`src/rtl/lzw_backward_string_unwind_if.sv`:
```
// lzw_backward_string_unwind_if: code, dictionary, symbol-stream and status signals of the string unwinder
interface lzw_backward_string_unwind_if #(
    parameter int CODE_W  = 14,
    parameter int DATA_W  = 8,
    parameter int MAX_LEN = 32
);
    localparam int LEN_W = $clog2(MAX_LEN + 1);
    logic                     I_state_clr;
    logic [CODE_W-1:0]        I_code;
    logic                     I_code_valid;
    logic                     O_code_ready;
    logic [CODE_W-1:0]        O_dict_addr;
    logic                     O_dict_rden;
    logic [CODE_W+DATA_W:0]   I_dict_dout;
    logic [DATA_W-1:0]        O_data;
    logic                     O_data_valid;
    logic                     I_data_ready;
    logic                     O_data_last;
    logic [LEN_W-1:0]         O_str_len;
    logic                     O_str_len_wren;
    logic                     O_err_overflow;
    logic                     O_err_invalid;
    logic [31:0]              O_code_cnt;
    modport slave (
        input  I_state_clr, I_code, I_code_valid, I_dict_dout, I_data_ready,
        output O_code_ready, O_dict_addr, O_dict_rden, O_data, O_data_valid, O_data_last,
               O_str_len, O_str_len_wren, O_err_overflow, O_err_invalid, O_code_cnt
    );
    modport master (
        output I_state_clr, I_code, I_code_valid, I_dict_dout, I_data_ready,
        input  O_code_ready, O_dict_addr, O_dict_rden, O_data, O_data_valid, O_data_last,
               O_str_len, O_str_len_wren, O_err_overflow, O_err_invalid, O_code_cnt
    );
endinterface

```
`src/rtl/lzw_backward_string_unwind.sv`:
```
// lzw_backward_string_unwind: walks an LZW prefix chain from a code and streams the recovered symbols
module lzw_backward_string_unwind #(
    parameter int CODE_W    = 14,
    parameter int DATA_W    = 8,
    parameter int MAX_LEN   = 32,
    parameter int ORDER_FWD = 1
) (
    input logic I_sys_clk,
    input logic I_sys_rst_n,
    lzw_backward_string_unwind_if.slave bus
);
    localparam int LEN_W = $clog2(MAX_LEN + 1);
    localparam int IDX_W = MAX_LEN > 1 ? $clog2(MAX_LEN) : 1;
    typedef enum logic [1:0] {IDLE, LOOKUP, WAIT, POP} state_t;
    state_t state_q, state_d;
    logic [CODE_W-1:0] addr_q, addr_d;
    logic [LEN_W-1:0]  cnt_q, cnt_d, pos_q, pos_d, len_q, len_d;
    logic              wren_q, wren_d, ovf_q, ovf_d, inv_q, inv_d;
    logic [31:0]       code_cnt_q, code_cnt_d;
    logic [DATA_W-1:0] buf_q [MAX_LEN];
    logic              dict_vld, hit, more, accept, pop, hs, last;
    logic [CODE_W-1:0] dict_pre;
    logic [DATA_W-1:0] dict_sym;
    logic [LEN_W-1:0]  cnt_inc;
    logic [IDX_W-1:0]  rd_sel;
    assign dict_vld = bus.I_dict_dout[CODE_W+DATA_W];
    assign dict_pre = bus.I_dict_dout[CODE_W+DATA_W-1:DATA_W];
    assign dict_sym = bus.I_dict_dout[DATA_W-1:0];
    assign cnt_inc  = cnt_q + LEN_W'(1);
    assign hit      = state_q == WAIT && dict_vld;
    assign more     = dict_pre != '0 && cnt_inc < LEN_W'(MAX_LEN);
    assign accept   = state_q == IDLE && bus.I_code_valid;
    assign pop      = state_q == POP;
    assign hs       = pop && bus.I_data_ready;
    assign last     = pos_q == cnt_q - LEN_W'(1);
    assign rd_sel   = IDX_W'(ORDER_FWD != 0 ? cnt_q - LEN_W'(1) - pos_q : pos_q);
    // State register
    always_ff @(posedge I_sys_clk or negedge I_sys_rst_n)
        if (!I_sys_rst_n) state_q <= IDLE;
        else state_q <= state_d;
    // Next state: one lookup/wait pair per symbol, then drain the buffer
    always_comb begin
        state_d = state_q;
        case (state_q)
            IDLE:    state_d = bus.I_code_valid ? LOOKUP : IDLE;
            LOOKUP:  state_d = WAIT;
            WAIT:    state_d = !dict_vld ? IDLE : more ? LOOKUP : POP;
            default: state_d = hs && last ? IDLE : POP;
        endcase
    end
    // Datapath next values; sticky errors let a fresh error win over a clear
    always_comb begin
        addr_d     = accept ? bus.I_code : hit ? dict_pre : addr_q;
        cnt_d      = accept ? '0 : hit ? cnt_inc : cnt_q;
        pos_d      = hit ? '0 : hs ? pos_q + LEN_W'(1) : pos_q;
        len_d      = hit && !more ? cnt_inc : len_q;
        wren_d     = hit && !more;
        ovf_d      = (hit && dict_pre != '0 && cnt_inc == LEN_W'(MAX_LEN)) || (ovf_q && !bus.I_state_clr);
        inv_d      = (state_q == WAIT && !dict_vld) || (inv_q && !bus.I_state_clr);
        code_cnt_d = bus.I_state_clr ? '0 : accept ? code_cnt_q + 32'd1 : code_cnt_q;
    end
    // Datapath registers
    always_ff @(posedge I_sys_clk or negedge I_sys_rst_n)
        if (!I_sys_rst_n) begin
            addr_q     <= '0;
            cnt_q      <= '0;
            pos_q      <= '0;
            len_q      <= '0;
            wren_q     <= 1'b0;
            ovf_q      <= 1'b0;
            inv_q      <= 1'b0;
            code_cnt_q <= '0;
        end else begin
            addr_q     <= addr_d;
            cnt_q      <= cnt_d;
            pos_q      <= pos_d;
            len_q      <= len_d;
            wren_q     <= wren_d;
            ovf_q      <= ovf_d;
            inv_q      <= inv_d;
            code_cnt_q <= code_cnt_d;
        end
    // Symbol buffer in walk order; only entries below cnt_q are ever read
    always_ff @(posedge I_sys_clk)
        if (hit) buf_q[IDX_W'(cnt_q)] <= dict_sym;
    // Outputs decoded from state and registers
    always_comb begin
        bus.O_code_ready   = state_q == IDLE;
        bus.O_dict_rden    = state_q == LOOKUP;
        bus.O_dict_addr    = state_q == LOOKUP ? addr_q : '0;
        bus.O_data_valid   = pop;
        bus.O_data_last    = pop && last;
        bus.O_data         = pop ? buf_q[rd_sel] : '0;
        bus.O_str_len      = len_q;
        bus.O_str_len_wren = wren_q;
        bus.O_err_overflow = ovf_q;
        bus.O_err_invalid  = inv_q;
        bus.O_code_cnt     = code_cnt_q;
    end
endmodule
```
`src/flat_wrapper.sv`:
```
// flat-port wrapper written by rule: the top's interface ports become plain ports
module lzw_backward_string_unwind_flat 
#(
    parameter int CODE_W    = 14,
    parameter int DATA_W    = 8,
    parameter int MAX_LEN   = 32,
    parameter int ORDER_FWD = 1
)
  (I_sys_clk, I_sys_rst_n, bus_I_state_clr, bus_I_code, bus_I_code_valid, bus_I_dict_dout, bus_I_data_ready, bus_O_code_ready, bus_O_dict_addr, bus_O_dict_rden, bus_O_data, bus_O_data_valid, bus_O_data_last, bus_O_str_len, bus_O_str_len_wren, bus_O_err_overflow, bus_O_err_invalid, bus_O_code_cnt);
  lzw_backward_string_unwind_if #(.CODE_W(CODE_W), .DATA_W(DATA_W), .MAX_LEN(MAX_LEN)) bus_i ();
  input logic I_sys_clk;
  input logic I_sys_rst_n;
  input wire logic [$bits(bus_i.I_state_clr)-1:0] bus_I_state_clr;
  input wire logic [$bits(bus_i.I_code)-1:0] bus_I_code;
  input wire logic [$bits(bus_i.I_code_valid)-1:0] bus_I_code_valid;
  input wire logic [$bits(bus_i.I_dict_dout)-1:0] bus_I_dict_dout;
  input wire logic [$bits(bus_i.I_data_ready)-1:0] bus_I_data_ready;
  output wire logic [$bits(bus_i.O_code_ready)-1:0] bus_O_code_ready;
  output wire logic [$bits(bus_i.O_dict_addr)-1:0] bus_O_dict_addr;
  output wire logic [$bits(bus_i.O_dict_rden)-1:0] bus_O_dict_rden;
  output wire logic [$bits(bus_i.O_data)-1:0] bus_O_data;
  output wire logic [$bits(bus_i.O_data_valid)-1:0] bus_O_data_valid;
  output wire logic [$bits(bus_i.O_data_last)-1:0] bus_O_data_last;
  output wire logic [$bits(bus_i.O_str_len)-1:0] bus_O_str_len;
  output wire logic [$bits(bus_i.O_str_len_wren)-1:0] bus_O_str_len_wren;
  output wire logic [$bits(bus_i.O_err_overflow)-1:0] bus_O_err_overflow;
  output wire logic [$bits(bus_i.O_err_invalid)-1:0] bus_O_err_invalid;
  output wire logic [$bits(bus_i.O_code_cnt)-1:0] bus_O_code_cnt;
  assign bus_i.I_state_clr = bus_I_state_clr;
  assign bus_i.I_code = bus_I_code;
  assign bus_i.I_code_valid = bus_I_code_valid;
  assign bus_i.I_dict_dout = bus_I_dict_dout;
  assign bus_i.I_data_ready = bus_I_data_ready;
  assign bus_O_code_ready = bus_i.O_code_ready;
  assign bus_O_dict_addr = bus_i.O_dict_addr;
  assign bus_O_dict_rden = bus_i.O_dict_rden;
  assign bus_O_data = bus_i.O_data;
  assign bus_O_data_valid = bus_i.O_data_valid;
  assign bus_O_data_last = bus_i.O_data_last;
  assign bus_O_str_len = bus_i.O_str_len;
  assign bus_O_str_len_wren = bus_i.O_str_len_wren;
  assign bus_O_err_overflow = bus_i.O_err_overflow;
  assign bus_O_err_invalid = bus_i.O_err_invalid;
  assign bus_O_code_cnt = bus_i.O_code_cnt;
  lzw_backward_string_unwind #(.CODE_W(CODE_W), .DATA_W(DATA_W), .MAX_LEN(MAX_LEN), .ORDER_FWD(ORDER_FWD)) u_core (.I_sys_clk(I_sys_clk), .I_sys_rst_n(I_sys_rst_n), .bus(bus_i));
endmodule
```
`config.mk`:
```
export PLATFORM = sky130hd
export DESIGN_NAME = lzw_backward_string_unwind_flat
export DESIGN_NICKNAME = d
export VERILOG_FILES = /design/src/rtl/lzw_backward_string_unwind_if.sv /design/src/rtl/lzw_backward_string_unwind.sv /design/src/flat_wrapper.sv
export SDC_FILE = /design/constraint.sdc
export NUM_CORES = 1
export LEC_CHECK = 0
export BUFFER_PORTS_ARGS = -buffer_cell sky130_fd_sc_hd__buf_2
export CORE_MARGIN = 2
export CORE_UTILIZATION = 40
export CTS_BUF_LIST = sky130_fd_sc_hd__clkbuf_8
export DETAILED_ROUTE_END_ITERATION = 12
export PLACE_DENSITY_LB_ADDON = 0.3
export RECOVER_POWER = 25
export SLEW_MARGIN = 25
export SYNTH_ARGS = -nofsm -noshare
export SYNTH_HDL_FRONTEND = slang
export SYNTH_SLANG_ARGS = --single-unit
```
`constraint.sdc`:
```
create_clock -name I_sys_clk -period 4.24 [get_ports I_sys_clk]
set_input_delay 0.848 -clock I_sys_clk [delete_from_list [all_inputs] [get_ports I_sys_clk]]
set_output_delay 0.848 -clock I_sys_clk [all_outputs]
set_load 0.01 [all_outputs]
```
=== Word-level counts from Yosys, hierarchy flattened ===
Memories as Yosys holds them, arrays and structs flattened.
Cells that the tools add are included.
Widths: inputs -> output; s select.

* Add/sub/neg operators: 5
* $lt $le $gt $ge: 1
* Equality and inequality tests: 5
* Mux-type cells: 17
* Reductions and logical operators: 22

{| class="wikitable"
|+ Operators with widths
! cell !! number
|-
| $mux 32 || 2
|-
| $mux 14 || 3
|-
| $add 32x1->32 const B || 1
|-
| $mux 6 || 4
|-
| $reduce_bool 14->1 || 1
|-
| $add 6x1->6 const B || 2
|-
| $logic_and 1x1->1 || 12
|-
| $mux 8 || 1
|-
| $eq 6x6->1 || 1
|-
| $eq 6x6->1 const B || 1
|-
| $lt 6x6->1 const B || 1
|-
| $mux 2 || 3
|-
| $pmux 2 s3 || 1
|-
| $reduce_bool 2->1 || 3
|-
| $sub 6x1->6 const B || 1
|-
| $sub 5x5->5 || 1
|-
| $eq 2x2->1 const B || 2
|-
| $logic_not 1->1 || 3
|-
| $mux 1 || 3
|-
| $eq 2x1->1 const B || 1
|-
| $logic_not 2->1 || 1
|-
| $logic_or 1x1->1 || 2
|}

* Register bits: 69
* RAM bits: 256
* Bits of input ports: 42
* Output and inout port bits: 67
* Word-level logic and storage cells: 60
* Memories kept: 1

{| class="wikitable"
|+ Memory list
! memory !! depth !! bits a word !! read ports !! clocked after memory_dff !! write ports !! RTL line !! RTL
|-
| u_core.buf_q || 32 || 8 || 1 || 0 || 1 || lzw_backward_string_unwind.sv:20 || <nowiki>logic [DATA_W-1:0] buf_q [MAX_LEN];</nowiki>
|}

=== Longest topological paths before layout ===
Gate-level depths: netlist of run 1.

* Depth after elaboration: 6
* Mapped depth: 11
* Depth with buffers taken out: 9

=== Least setup slack after synthesis of run 1 ===
No wires, ideal clock.

* Path type: register to output
* Start point: register u_core.cnt_q[0]
* End point: output port bus_O_data[4]
* Arrival: 2.826 ns
* Data required time: 3.392 ns
* Slack: 0.566 ns
* Stages on the path, launching flop included: 12
* Path buffers: 3
* Path through: dfrtp_1 inv_1 ha_1 inv_1 fa_1 buf_2 buf_2 buf_1 mux4_2 nand3_1 o2111ai_1 o221a_2

* Word-level cells in the longest chain between the ends: 4

{| class="wikitable"
|+ RTL lines
! item !! RTL line !! RTL
|-
| from (decl) || lzw_backward_string_unwind.sv:17 || <nowiki>logic [LEN_W-1:0] cnt_q, cnt_d, pos_q, pos_d, len_q, len_d;</nowiki>
|-
| from (signal assigned) || lzw_backward_string_unwind.sv:75 || <nowiki>cnt_q <= cnt_d;</nowiki>
|-
| $sub 6x1->6 || n/a ||
|-
| $sub 5x5->5 || lzw_backward_string_unwind.sv:36 || <nowiki>assign rd_sel = IDX_W'(ORDER_FWD != 0 ? cnt_q - LEN_W'(1) - pos_q : pos_q);</nowiki>
|-
| $mem_v2 32x8 || n/a ||
|-
| $mux 8 || lzw_backward_string_unwind.sv:93 || <nowiki>bus.O_data = pop ? buf_q[rd_sel] : '0;</nowiki>
|-
| to (decl) || flat_wrapper.sv:21 || <nowiki>output wire logic [$bits(bus_i.O_data)-1:0] bus_O_data;</nowiki>
|}

Every way passes these cells.

=== Worst setup path in the final report of run 1 ===
* Start point: register u_core.cnt_q[0]
* End point: output port bus_O_data[3]

The elaborated chain is that of the path after synthesis.

==> results of run 1 <==
worst paths after layout:
check / endpoint / slack [ns] / cells past startpoint
max: bus_O_data[3] / 0.03 / 12
min: u_core.addr_q[5]$_DFFE_PN0P_ / 0.46 / 2
max reg2reg: u_core.bus.O_code_cnt[30]$_DFFE_PN0P_ / 1.71 / 4
min reg2reg: u_core.addr_q[5]$_DFFE_PN0P_ / 0.46 / 2
max in group asynchronous: u_core.cnt_q[1]$_DFFE_PN0P_ / 3.14 / 2
min in group asynchronous: u_core.bus.O_code_cnt[29]$_DFFE_PN0P_ / 0.47 / 2
sequential cells by signal, summed over array words and instances, names as in the netlist:
signal / flops
u_core.addr_q: 14
u_core.buf_q: 256
u_core.bus.O_code_cnt: 32
u_core.bus.O_err_invalid: 1
u_core.bus.O_err_overflow: 1
u_core.bus.O_str_len: 6
u_core.bus.O_str_len_wren: 1
u_core.cnt_q: 6
u_core.pos_q: 6
u_core.state_q: 2
critical path, cell delays in order, from the launching register on:
cell,delay (ns)
dfrtp_1,0.37
inv_2,0.07
ha_4,0.28
inv_4,0.04
fa_2,0.56
buf_12,0.14
buf_12,0.12
buf_16,0.13
mux4_2,0.29
mux2_4,0.29
o2bb2ai_2,0.12
o221a_2,0.23
buf_6,0.12
what timing repair did:
action                                  CTS  global route
buffers inserted                          6             7
pin swaps                                 6            13
endpoints found under the setup margin    8             8
gates cloned                              4             2
gates resized for setup                  39            31
synth_stat cells, drive strengths merged, types with 14 or more instances:
cell,count
buf,20
mux4,64
inv,26
nand3,25
a22oi,14
xnor2,25
nor2,77
and2,21
dfrtp,69
xor2,14
nand2,54
o21ai,15
edfxtp,256
mux2,17
clkbuf,23
cell type report:
type / count / area [sq um]
Fill cell: 2867 / 17200
Sequential cell: 325 / 9420
Multi-Input combinational cell: 458 / 4310
Timing Repair Buffer: 143 / 1060
Clock buffer: 54 / 743
Tap cell: 448 / 561
Clock inverter: 41 / 214
Inverter: 26 / 100
logic make-up after synthesis:
family | count (synthesis)
flip-flops | 325
multiplexers | 91
adder cells (fa/ha/maj) | 12
AND/OR/NAND/NOR | 236
AO/OA/AOI/OAI | 80
XOR/XNOR | 39
buffers and inverters | 69
cells in the final DEF (no fill, tap or decap), types with 13 or more instances in the layout:
cell,instances
a22oi_1,14
edfxtp_1,256
o21ai_0,14
buf_4,17
inv_1,37
nand2_1,53
dfrtp_1,68
and2_1,20
clkbuf_8,54
buf_2,95
nand3_1,24
nor2_1,77
clkinv_1,16
mux4_2,64
mux2_2,13
xnor2_1,24
metrics by stage:
step / setup slack (ns) / util, % / cells
final: 0.0259 / 48.8 / 1495
after CTS: -0.0120 / 47.9 / 1486
after detailed placement: 0.132 / 44.0 / 1382
after floorplan: 0.566 / - / 852
after global placement: 0.166 / 44.0 / 1382
after global routing: -0.0702 / 48.8 / 1495
per-layer routing:
layer,vias to the layer above,part of all wire [%]
met1,4009,42
met5,-,0
met3,57,8.4
met2,311,47
li1,3612,-
met4,0,2.2
power breakdown:
part | switching, mW | leakage (nW) | internal (mW) | total, mW
sequential | 0.0830 | 3.23 | 3.57 | 3.66
clock | 1.25 | 0.542 | 1.25 | 2.50
combinational | 2.57 | 2.14 | 2.62 | 5.19
==> results.md, run 1 <==
* WP data required at 3.39 ns
* First-pass GRT wire length at 48.0 mm
* Initial DRC count at 537
* Worst Setup SP: u_core.cnt_q[0]$_DFFE_PN0P_
* Arr. time, crit path at 3.37 ns
* DR vias/cell at 5.34
* Residual DRC at 0
* Setup TNS at 0 ns
* Met3 GRT Util at 4.71%
* TritonCTS clock tree: done
* Setup Crit Path Kind: flop to output pin
* Die area at about 36000 sq um
* Initial antenna violation count at 0
* CTS Sinks at 325
* Reg-to-Reg Start: u_core.state_q[1]$_DFF_PN0_
* Final count of negative-setup-slack endpoints at 0
* Cts hold-fix bufs at 0
* Total chip power at 11.3 mW
* Post-synthesis cell count at 852
* Compound-Gate Fraction of Synth Area at around 4.3%
* Xor and xnor area share after synthesis at 2.49%
* Routed Wire Length at 31.5 mm
* Mapped Area at 13700 sq um
* WL/cell at 21.1 um
* Final hold slack at about 0.46 ns
* Area growth from synthesis to layout at 19.7%
* Buffers added on ports at between 100 and 150
* Ratio of cells with drive above 1 in the final layout at 32.4%
* Slew headroom at -6.49%
* Clk_lat worst skew at 0.59 ns
* Gr ovfl total at 0
* Largest net degree at the start of global routing at 70
* Synth Area in Adders at 1.15%
* Fin Clk Skew at 0.0237 ns
* Min Tclk post-route at 4.21 ns
* Std cell rows at 67
* Leading area contributor after synthesis: edfxtp_1
* Capturing element type of the critical path: output pin
* Worst slew pin tran at 1.60 ns
* Crit path max fanout at 7
* Simple-gate share of the synthesized area at 8.56%
* CP startpoint kind: flop
* F_max at around 240 MHz
* Dpl hpwl at 18.9 mm
* Die extent in y at 189 um
* Seq cells post-synth at 325
* Detailed Routing Iterations Pass 1 at 5
* Placement Cell Area at 14800 sq um
* Core box area at 33600 sq um
* Mux contribution to synthesized area at 12.6%
* Num ports at about 110
* Min-Delay Startpoint: u_core.addr_q[5]$_DFFE_PN0P_
* Max-slew violations at approximately 130
* Initial core utilization at 40.8%
* Width of the die at approximately 190 um
* GRT Util Overall at between 10% and 20%
* Vias in the first global route at 8227
* Area contributors post-synth: edfxtp_1 56%, dfrtp_1 13%, mux4_2 11%
* Met1 Use GR at 23.5%
* Synth top area share at between 50% and 60%
* Synth async-reset ratio at 21.2%
* Post-DRT Antenna Nets at 0
* Synth cell types at 50
* RSZ-0062 raised after global routing: yes
* Clock root buffer: clkbuf_8
* Layout Nets at around 1100
* Ys flop type: edfxtp_1
* Combinational family with the most area after synthesis: multiplexers
* GR Layer Usage met2 at ~28%
* Num CTS Buffers at 53
* Failing checks: capacitance limit, slew limit
* Htree depth at 2
* Sequential-to-total area share from yosys stat at between 60% and 70%
* Vias at around 8000
* Hold Path Class: flop to flop
* Max_cap viols at 4
* Antenna Cells at 0
* Synthesis warning total at 0
* Hold Fails Final Rpt at 0
* Max IR drop VDD at approximately 0.49 mV
* Synth Net Count at 906
* Post-Layout Inst Area at 16400 sq um
* Clock transition at the registers of the reported paths at 0.06 ns
* Leak Pwr at 5.91 nW
* Busiest metal layer after global routing: met2
* Number of synthesized flops with an enable pin at 256
* Power Density at 692 nW/um^2
* Final period util at 99.4%
* Gpl congestion at between 0.8 and 0.9
* Clk buf depth at 3
* Status: finished, violations left
* Syn Area/Cell at 16.1 sq um
No activity file was read; power rests on OpenSTA's default activity.
==> run 2, diff against run 1 <==
ABC_CLOCK_PERIOD_IN_PS = 4240   (was not set)
CORE_MARGIN = 3   (was 2)
PLACE_DENSITY = 0.53   (was not set)
PLACE_DENSITY_LB_ADDON = not set   (was 0.3)
==> run 2 against run 1 <==
  * The flow finishes with violations (capacitance limit, slew limit, setup timing)
  * Critical path type unchanged
  * Design area down 0.35%
  * Clock-buffer cell count up 3
  * Combinational power decreased by 2%
  * Highest routed layer unchanged
==> results.md, run 2 (synthesis results as in run 1) <==
* Status: finished, violations left
* Failing checks: capacitance limit, slew limit, setup timing
* Antenna Cells at 0 (unchanged)
* Total chip power at 11.2 mW (-0.98%)
* Layout Nets at 1071 (+0.94%)
* Final core utilization at 48.6% (-0.17 points)
* Max-slew violations at 131 (-0.76%)
* RSZ-0062 raised after global routing: yes
* Max FFs per register at 256 (unchanged)
* Clk buf depth at 3 (unchanged)
* Commonest non-fill, non-tap cell in the layout: edfxtp_1
* Num ports at 109 (unchanged)
* Residual DRC at 0 (unchanged)
* WL/cell at 21.9 um (+4.2%)
* Num CTS Buffers at 54 (+1.9%)
* Fin Clk Skew at 0.0249 ns (+0.00118 ns)
* Gpl congestion at 0.777 (-4.5%)
* Slowest CP cell: fa_2
* DR vias/cell at 5.29 (-0.95%)
* Slew headroom at -4.29% (+2.2 points)
* Post-DRT Antenna Nets at 0 (unchanged)
* Width of the die at 191 um (+1.1%)
* Crit path max fanout at 7 (unchanged)
* Std cell rows at 67 (unchanged)
* Final count of negative-setup-slack endpoints at 1 (+1)
* Fill count at 2904 (+1.3%)
* Final period util at 100% (+1.1 points)
* R2R cell count at 4 (unchanged)
* Routed Wire Length at 33.1 mm (+5.1%)
* First-pass GRT wire length at 49.6 mm (+3.4%)
* Initial antenna violation count at 0 (unchanged)
* Cts hold-fix bufs at 0 (unchanged)
* Vias in the first global route at 8068 (-1.9%)
* Final WS setup at -0.0200 ns (-0.0459 ns)
* Buffers added on ports at 108 (unchanged)
* Max_cap viols at 4 (unchanged)
* Crit-path max cell delay at 0.56 ns (about the same)
* Vias at 7982 (-0.088%)
* TritonCTS clock tree: done
* Initial DRC count at 543 (+1.1%)
* CTS Sinks at 325 (unchanged)
* Hold Fails Final Rpt at 0 (unchanged)
* Leak Pwr at 5.96 nW (+0.79%)
* Min Tclk post-route at 4.26 ns (+0.0459 ns)
* Die area at 36500 sq um (+2.1%)
* Die extent in y at 191 um (+1.1%)
* Htree depth at 2 (unchanged)
* Most frequent cells in the layout: 256 x edfxtp_1, 97 x buf_2, 77 x nor2_1
* Max IR drop VDD at 0.423 mV (-14%)
* CP bufs+invs at 6 (unchanged)
* Worst slew pin tran at 1.56 ns (-0.0330 ns)
* Dpl hpwl at 20.2 mm (+7.0%)
* Core box area at 33600 sq um (unchanged)
* Biggest register: u_core.buf_q
* Arr. time, crit path at 3.41 ns (+0.04 ns)
* CP Depth at 12 (unchanged)
* Sequence of cells on the critical path: inv_4, ha_4, inv_4, fa_2, buf_12, buf_12, buf_16, mux4_2, mux2_4, o2bb2ai_2, o221a_2, buf_6
* Capturing element type of the critical path: output pin
* Detailed Routing Iterations Pass 1 at 5 (unchanged)
* Crit path max-delay family: adder cells
* Clock root buffer: clkbuf_8
* Clk_lat worst skew at 0.58 ns (about the same)
* Setup Crit Path Kind: flop to output pin
* CP startpoint kind: flop
* Ratio of cells with drive above 1 in the final layout at 32.3% (-0.11 points)
* GRT Util Overall at 18.0% (+0.37 points)
* Area growth from synthesis to layout at 19.3%
* WP data required at 3.39 ns (about the same)
* F_max at 235 MHz (-1.1%)
* Initial core utilization at 40.8% (unchanged)
* Largest net degree at the start of global routing at 35 (-50%)
* Hold Path Class: flop to flop
* Gr ovfl total at 0 (unchanged)
* Hold path cells at 2 (unchanged)
* Power Density at 687 nW/um^2 (-0.63%)
* Clock transition at the registers of the reported paths at 0.06 ns (about the same)
==> run 2: what timing repair did <==
item | 4_1_cts | 5_1_grt
setup buffers | 9 | 8
gates resized for setup | 18 | 34
endpoints found under the setup margin | 8 | 8
pin swaps | 4 | 8
gates cloned | 4 | 3
==> run 2: layer usage <==
layer	vias to the layer above	track usage [%]	wire length [um]
met2	257	29.0	15800
met5	-	0	0
li1	3623	-	-
met1	4052	25.3	14500
met3	50	3.74	2160
met4	0	4.23	615
==> run 2: report_power, final <==
part,internal (mW),switching [mW]
sequential,3.57,0.0880
clock,1.25,1.23
combinational,2.59,2.50
==> run 2: final cells by class <==
type / count / area [sq um] / share of cell area (%)
clock buffers: 57 / 785 / 4.80
flip-flops and latches: 325 / 9420 / 57.6
well taps: 448 / 561 / 3.43
multi-input cells: 458 / 4180 / 25.6
repair buffers: 152 / 1110 / 6.79
clock inverters: 42 / 185 / 1.13
inverters: 26 / 103 / 0.628
==> run 2: worst paths after layout <==
path	end	start	slack (ns)
worst min-delay path	u_core.addr_q[12]$_DFFE_PN0P_	u_core.addr_q[12]$_DFFE_PN0P_	0.47
worst max register to register	u_core.bus.O_code_cnt[30]$_DFFE_PN0P_	u_core.state_q[1]$_DFF_PN0_	1.69
min in group asynchronous	u_core.bus.O_code_cnt[5]$_DFFE_PN0P_	I_sys_rst_n	0.62
worst min register to register	u_core.addr_q[12]$_DFFE_PN0P_	u_core.addr_q[12]$_DFFE_PN0P_	0.47
max in group asynchronous	u_core.cnt_q[0]$_DFFE_PN0P_	I_sys_rst_n	2.56
worst max-delay path	bus_O_data[7]	u_core.cnt_q[0]$_DFFE_PN0P_	-0.02
==> run 2: worst reg2reg max path, cell delays in order (launching register included) <==
cell      delay, ns
dfrtp_1        0.47
nor4bb_1       0.54
nand4_1        0.63
or4_1          0.68
a21oi_1        0.16
==> run 2: through the flow <==
step	cell area, sq um	setup WS [ns]	std cells	setup TNS (ns)	hold WS [ns]
after floorplan	13700	0.566	852	0	0.438
after global placement	14800	0.295	1385	0	0.451
after detailed placement	14800	0.244	1385	0	0.457
after CTS	16000	-0.00552	1497	-0.0109	0.264
after global routing	16300	-0.101	1508	-0.645	0.499
final	16300	-0.0200	1508	-0.0200	0.470
